`config.mk`:
```
export PLATFORM = sky130hd
export DESIGN_NAME = bus_arbiter
export DESIGN_NICKNAME = d
export VERILOG_FILES = /design/src/rtl/bus_arbiter.sv
export SDC_FILE = /design/constraint.sdc
export NUM_CORES = 1
export LEC_CHECK = 0
export ABC_CLOCK_PERIOD_IN_PS = 2950
export BUFFER_PORTS_ARGS = -buffer_cell sky130_fd_sc_hd__buf_2
export CORE_UTILIZATION = 40
export CTS_CLUSTER_DIAMETER = 40
export DETAILED_ROUTE_END_ITERATION = 8
export HOLD_SLACK_MARGIN = 0.06
export PLACE_DENSITY_LB_ADDON = 0.2
export SYNTH_ARGS = -nofsm -noshare
export SYNTH_HDL_FRONTEND = slang
export SYNTH_SLANG_ARGS = --single-unit
```
`constraint.sdc`:
```
create_clock -name clk -period 2.95 [get_ports clk]
set_input_delay 0.4425 -clock clk [delete_from_list [all_inputs] [get_ports clk]]
set_output_delay 0.4425 -clock clk [all_outputs]
set_load 0.01 [all_outputs]
```
`src/rtl/bus_arbiter.sv`:
```
// bus_arbiter: two-master front end for the FPGC5 MemoryUnit bus.
// Master 0 is the CPU and master 1 is a secondary master such as a DMA engine.
// Each master's one-cycle request is captured into its own latch. One request
// at a time is issued downstream. The result returns only to the master that
// issued the request.
// Optional feature: define ARB_ROUND_ROBIN_EN to alternate grants when both
// masters are pending. When it is undefined, master 0 always wins.
module bus_arbiter (
  input  logic        clk,
  input  logic        nreset,
  input  logic [26:0] m0_addr,
  input  logic [31:0] m0_data,
  input  logic        m0_we,
  input  logic        m0_start,
  output logic [31:0] m0_q,
  output logic        m0_done,
  input  logic [26:0] m1_addr,
  input  logic [31:0] m1_data,
  input  logic        m1_we,
  input  logic        m1_start,
  output logic [31:0] m1_q,
  output logic        m1_done,
  output logic [26:0] bus_addr,
  output logic [31:0] bus_data,
  output logic        bus_we,
  output logic        bus_start,
  input  logic [31:0] bus_q,
  input  logic        bus_done
);

  typedef enum logic [1:0] {
    S_IDLE  = 2'd0,
    S_ISSUE = 2'd1,
    S_WAIT  = 2'd2
  } state_t;

  state_t      r_state;
  logic        r_grant;   // master that owns the outstanding transaction

  logic        r_pend0;
  logic        r_pend1;
  logic [26:0] r_addr0;
  logic [26:0] r_addr1;
  logic [31:0] r_data0;
  logic [31:0] r_data1;
  logic        r_we0;
  logic        r_we1;

  logic        w_clr0;
  logic        w_clr1;
  logic        w_acc0;
  logic        w_acc1;
  logic        w_sel_valid;
  logic        w_sel;

`ifdef ARB_ROUND_ROBIN_EN
  logic        r_rr_ptr;  // master preferred at the next contended grant
`endif

  // Clear and accept conditions for the request latches
  always_comb begin
    // NOTE: every combinational output gets a default first so no latch is inferred.
    w_clr0 = 1'b0;
    w_clr1 = 1'b0;
    if (r_state == S_WAIT && bus_done) begin
      w_clr0 = ~r_grant;
      w_clr1 =  r_grant;
    end
    // A start in the completion cycle of the same master is accepted. The set
    // takes precedence over the clear, so that master can chain its requests.
    w_acc0 = m0_start && (!r_pend0 || w_clr0);
    w_acc1 = m1_start && (!r_pend1 || w_clr1);
  end

  // Arbitration among the pending requests
  always_comb begin
    w_sel_valid = r_pend0 | r_pend1;
`ifdef ARB_ROUND_ROBIN_EN
    if (r_pend0 && r_pend1) w_sel = r_rr_ptr;
    else                    w_sel = ~r_pend0;
`else
    w_sel = ~r_pend0;
`endif
  end

  // Per-master request latches: capture on an accepted start, drop on completion
  always_ff @(posedge clk or negedge nreset) begin
    if (!nreset) begin
      // The data latches are reset along with the pend bits, so an abandoned
      // request leaves no stale contents behind.
      r_pend0 <= 1'b0;
      r_pend1 <= 1'b0;
      r_addr0 <= '0;
      r_addr1 <= '0;
      r_data0 <= '0;
      r_data1 <= '0;
      r_we0   <= 1'b0;
      r_we1   <= 1'b0;
    end else begin
      // NOTE: state is updated with non-blocking assignments so that every
      // flop samples values from before the edge.
      if (w_acc0) begin
        r_pend0 <= 1'b1;
        r_addr0 <= m0_addr;
        r_data0 <= m0_data;
        r_we0   <= m0_we;
      end else if (w_clr0) begin
        r_pend0 <= 1'b0;
      end
      if (w_acc1) begin
        r_pend1 <= 1'b1;
        r_addr1 <= m1_addr;
        r_data1 <= m1_data;
        r_we1   <= m1_we;
      end else if (w_clr1) begin
        r_pend1 <= 1'b0;
      end
    end
  end

  // Issue FSM with registered bus and completion outputs
  always_ff @(posedge clk or negedge nreset) begin
    if (!nreset) begin
      r_state   <= S_IDLE;
      r_grant   <= 1'b0;
      bus_addr  <= '0;
      bus_data  <= '0;
      bus_we    <= 1'b0;
      bus_start <= 1'b0;
      m0_q      <= '0;
      m1_q      <= '0;
      m0_done   <= 1'b0;
      m1_done   <= 1'b0;
`ifdef ARB_ROUND_ROBIN_EN
      r_rr_ptr  <= 1'b0;
`endif
    end else begin
      bus_start <= 1'b0;
      m0_done   <= 1'b0;
      m1_done   <= 1'b0;
      case (r_state)
        S_IDLE: begin
          if (w_sel_valid) begin
            r_grant   <= w_sel;
            bus_addr  <= w_sel ? r_addr1 : r_addr0;
            bus_data  <= w_sel ? r_data1 : r_data0;
            bus_we    <= w_sel ? r_we1   : r_we0;
            bus_start <= 1'b1;  // high for exactly the ISSUE cycle
            r_state   <= S_ISSUE;
`ifdef ARB_ROUND_ROBIN_EN
            r_rr_ptr  <= ~w_sel;
`endif
          end
        end
        S_ISSUE: begin
          // A bus_done seen here belongs to no transaction of ours.
          r_state <= S_WAIT;
        end
        S_WAIT: begin
          if (bus_done) begin
            if (r_grant) begin
              m1_q    <= bus_q;
              m1_done <= 1'b1;
            end else begin
              m0_q    <= bus_q;
              m0_done <= 1'b1;
            end
            r_state <= S_IDLE;
          end
        end
        default: r_state <= S_IDLE;
      endcase
    end
  end

endmodule

```
==> results.md <==
* Iteration-0 DRC Markers at 279
* Simple-gate portion of the synthesized area at 0.0400
* IO Port Bufs at 283
* Core Area at 24500 um^2
* Ys async rst share at 1.00
* TritonCTS Buffers at 39
* DPL Wire Length at 15600 um
* Post-synthesis compound-gate area fraction at 0.00695
* Worst VDD drop at 533 uV
* Largest net degree at the start of global routing at 76
* Total grt overflow at 0
* I/O pins at 284
* Post-Syn Area at 10100 um^2
* DRC at 0
* Power per Cell Area at 1180 nW/um^2
* Synth Area in Adders at 0
* Avg WL per Cell at 17.3 um
* First-pass GRT wire length at 37000 um
* Final min period at 2020 ps
* Top post-synthesis cells by count: mux2_2, dfrtp_1, nand2_1, buf_2, buf_4
* Yosys cell types at 19
* Yosys warns at 0
* H-tree depth at 2
* Most common cell in the netlist: mux2_2
* Layout Cell Area excl Fill at 13300 um^2
* Int Pwr at 0.0112 W
* Total number of vias at 6330
* Max FO, Critical Path at 27
* Clock share of power at 0.306
* Post-route clock period utilization at 0.684
* Main area contributors after synthesis: dfrtp_1, mux2_2, nand2_1
* Clock edge transition at the registers on the reported setup and hold paths at 50 ps
* Clock Skew at 10.1 ps
* Number of global-route vias before repair at 6715
* Post-synthesis mux area share at 0.305
* LEAKAGE at 6.48 nW
* Switch Pwr at 0.00448 W
* Remaining antenna violation count at 0
* Synth Area per Inst at 15.0 um^2
* Max Slew Vio Count at 0
* Clock net sink count at 252
* Arrival time worst endpoint at 2400 ps
* Final TNS setup at 0 ps
* Worst Hold Class: in -> reg
* Ys flop type: dfrtp_1
* Gpl congestion at 0.748
* Setup violators final at 0
* Post-synthesis sequential area ratio at 0.625
* Worst slew pin tran at 709 ps
* EDFF count, synth at 0
* Setup bufs post-CTS at 0
* Cells after synthesis at 671
* Rel. slew slack at 0.527
* Initial DRT Pass Iterations at 4
* Worst Setup Path Type: reg -> reg
* Post-synthesis register bit count at 252
* Share of cells above drive strength 1 at 0.637
* Max_cap viols at 0
* Reg power frac at 0.383
* Utilization after layout at 0.542
* Worst-Skew Late Latency at 510 ps
* Hold Vio Cnt, Final at 0
* Final WL at 23100 um
* Aggregate global-route resource usage at 0.182
* Synth area leader: dfrtp_1
* Xor/xnor share of the synthesized area at 0
* DP Area at 11900 um^2
* CP Launch Type: register
* Die area at 25900 um^2
* Syn Nets at 828
* RSZ-0062 raised after global routing: no
* Data required, critical path at 3330 ps
* Via density at 4.73
* Crit. End Element: register
* Initial Util at 0.411
* CTS tree: done
* Largest family of logic cells by synthesized area: multiplexers
* Root buffer cell: clkbuf_16
* Initial antenna violation count at 9
* Die Wd at 161 um
* Layout Area Growth over Synthesis at 32.0%
* DP Cell Count at 1261
* Site row count at 57
* Comb power frac at 0.310
* # nets final at 1136
* Status: finished clean
* Area share of the largest cell type after synthesis at 0.625
* Fin cells at 1337
* DIE HEIGHT at 161 um
* CTS Buffer Depth at 3
* Sw frac at 0.286
* Fmax at 0.495 GHz
logic make-up (layout without fill, tap and decap cells):
family / Yosys count / in the layout
compound gates: 8 / 8
simple gates: 100 / 100
buf+inv: 38 / 376
other cells: 0 / 4
mux: 273 / 273
flops: 252 / 252
routing by layer:
metal,vias to the layer above,global-route usage,part of all wire,routed length [um]
met1,3130,0.238,0.43,9920
met3,48,0.0558,0.070,1620
met4,6,0.0648,0.022,503
met2,195,0.286,0.48,11000
met5,-,0,0.0016,37
li1,2951,-,-,-
timing repair:
action | 4_1_cts | 5_1_grt
hold buffers | 1 | 0
gates resized for setup | 0 | 0
endpoints found under the hold margin | 68 | 0
registers in the layout, indices dropped and copies added (netlist names):
| signal | count |
|---|---|
| r_data0 | 32 |
| r_state | 2 |
| r_we1 | 1 |
| r_data1 | 32 |
| bus_start | 1 |
| r_pend1 | 1 |
| m1_done | 1 |
| m0_q | 32 |
| r_grant | 1 |
| bus_addr | 27 |
| r_addr0 | 27 |
| m1_q | 32 |
| r_addr1 | 27 |
| bus_data | 32 |
| m0_done | 1 |
| r_pend0 | 1 |
| r_we0 | 1 |
| bus_we | 1 |
power by group through the flow:
stage	sequential, W	clock (W)	combinational, W
floorplan	0.00630	0	0.00292
global placement	0.00601	0	0.00484
detailed placement	0.00605	0	0.00495
CTS	0.00601	0.00493	0.00496
global route	0.00622	0.00507	0.00531
finish	0.00600	0.00480	0.00485
worst max-delay path, stage by stage, from the launching register on:
cell and delay, ps:
dfrtp_1 440, nor2_1 290, o21a_4 480, buf_4 330, mux2_2 360
placed cells by master, fill, tap and decap left out:
| cell type | netlist | routed |
|---|---|---|
| nand2_1 | 96 | 96 |
| buf_12 | 0 | 3 |
| inv_6 | 0 | 1 |
| o21a_4 | 0 | 1 |
| buf_2 | 12 | 282 |
| clkbuf_16 | 0 | 40 |
| diode_2 | 0 | 4 |
| dfrtp_2 | 0 | 1 |
| dlygate4sd3_1 | 0 | 1 |
| clkinvlp_4 | 0 | 4 |
| clkbuf_1 | 6 | 5 |
| mux2_1 | 4 | 4 |
| a21o_1 | 2 | 2 |
| nand4b_4 | 1 | 1 |
| buf_4 | 7 | 16 |
| buf_8 | 0 | 1 |
| a21oi_1 | 2 | 2 |
| clkinv_2 | 0 | 8 |
| clkbuf_8 | 1 | 5 |
| mux2_2 | 269 | 269 |
| nand4bb_2 | 0 | 1 |
| inv_1 | 2 | 2 |
| o21a_1 | 2 | 1 |
| nor2_1 | 2 | 2 |
| dfrtp_1 | 252 | 251 |
| clkinv_8 | 0 | 1 |
| a21boi_4 | 1 | 2 |
| bufinv_16 | 0 | 7 |
per-stage QoR:
stage | power (W) | hold WS (ps) | setup WS (ps)
after CTS | 0.0159 | 109 | 889
after detailed placement | 0.0110 | 457 | 909
after global placement | 0.0109 | 454 | 943
after global routing | 0.0166 | 122 | 802
final | 0.0156 | 130 | 931
after floorplan | 0.00923 | 147 | 1290
path summary, 6_finish.rpt:
kind,cells past startpoint,endpoint,slack (ps),from
hold reg to reg,2,m0_q[24],460,m0_q[24]
setup / recovery,4,bus_data[5],930,r_state[1]
max in group asynchronous,3,r_data0[11],1700,nreset
hold / removal,2,r_pend0,130,m0_start
setup reg to reg,4,bus_data[5],930,r_state[1]
min in group asynchronous,2,r_addr1[23],490,nreset
layout make-up:
| cell class | instances | area (um^2) |
|---|---|---|
| timing repair buffer | 303 | 1620 |
| tap | 324 | 405 |
| clock inverter | 21 | 305 |
| fill | 2172 | 11200 |
| multi-input combinational | 381 | 3570 |
| antenna | 4 | 10.0 |
| inverter | 2 | 7.51 |
| clock buffer | 50 | 1090 |
| sequential | 252 | 6310 |
No activity file was read; power rests on OpenSTA's default activity.
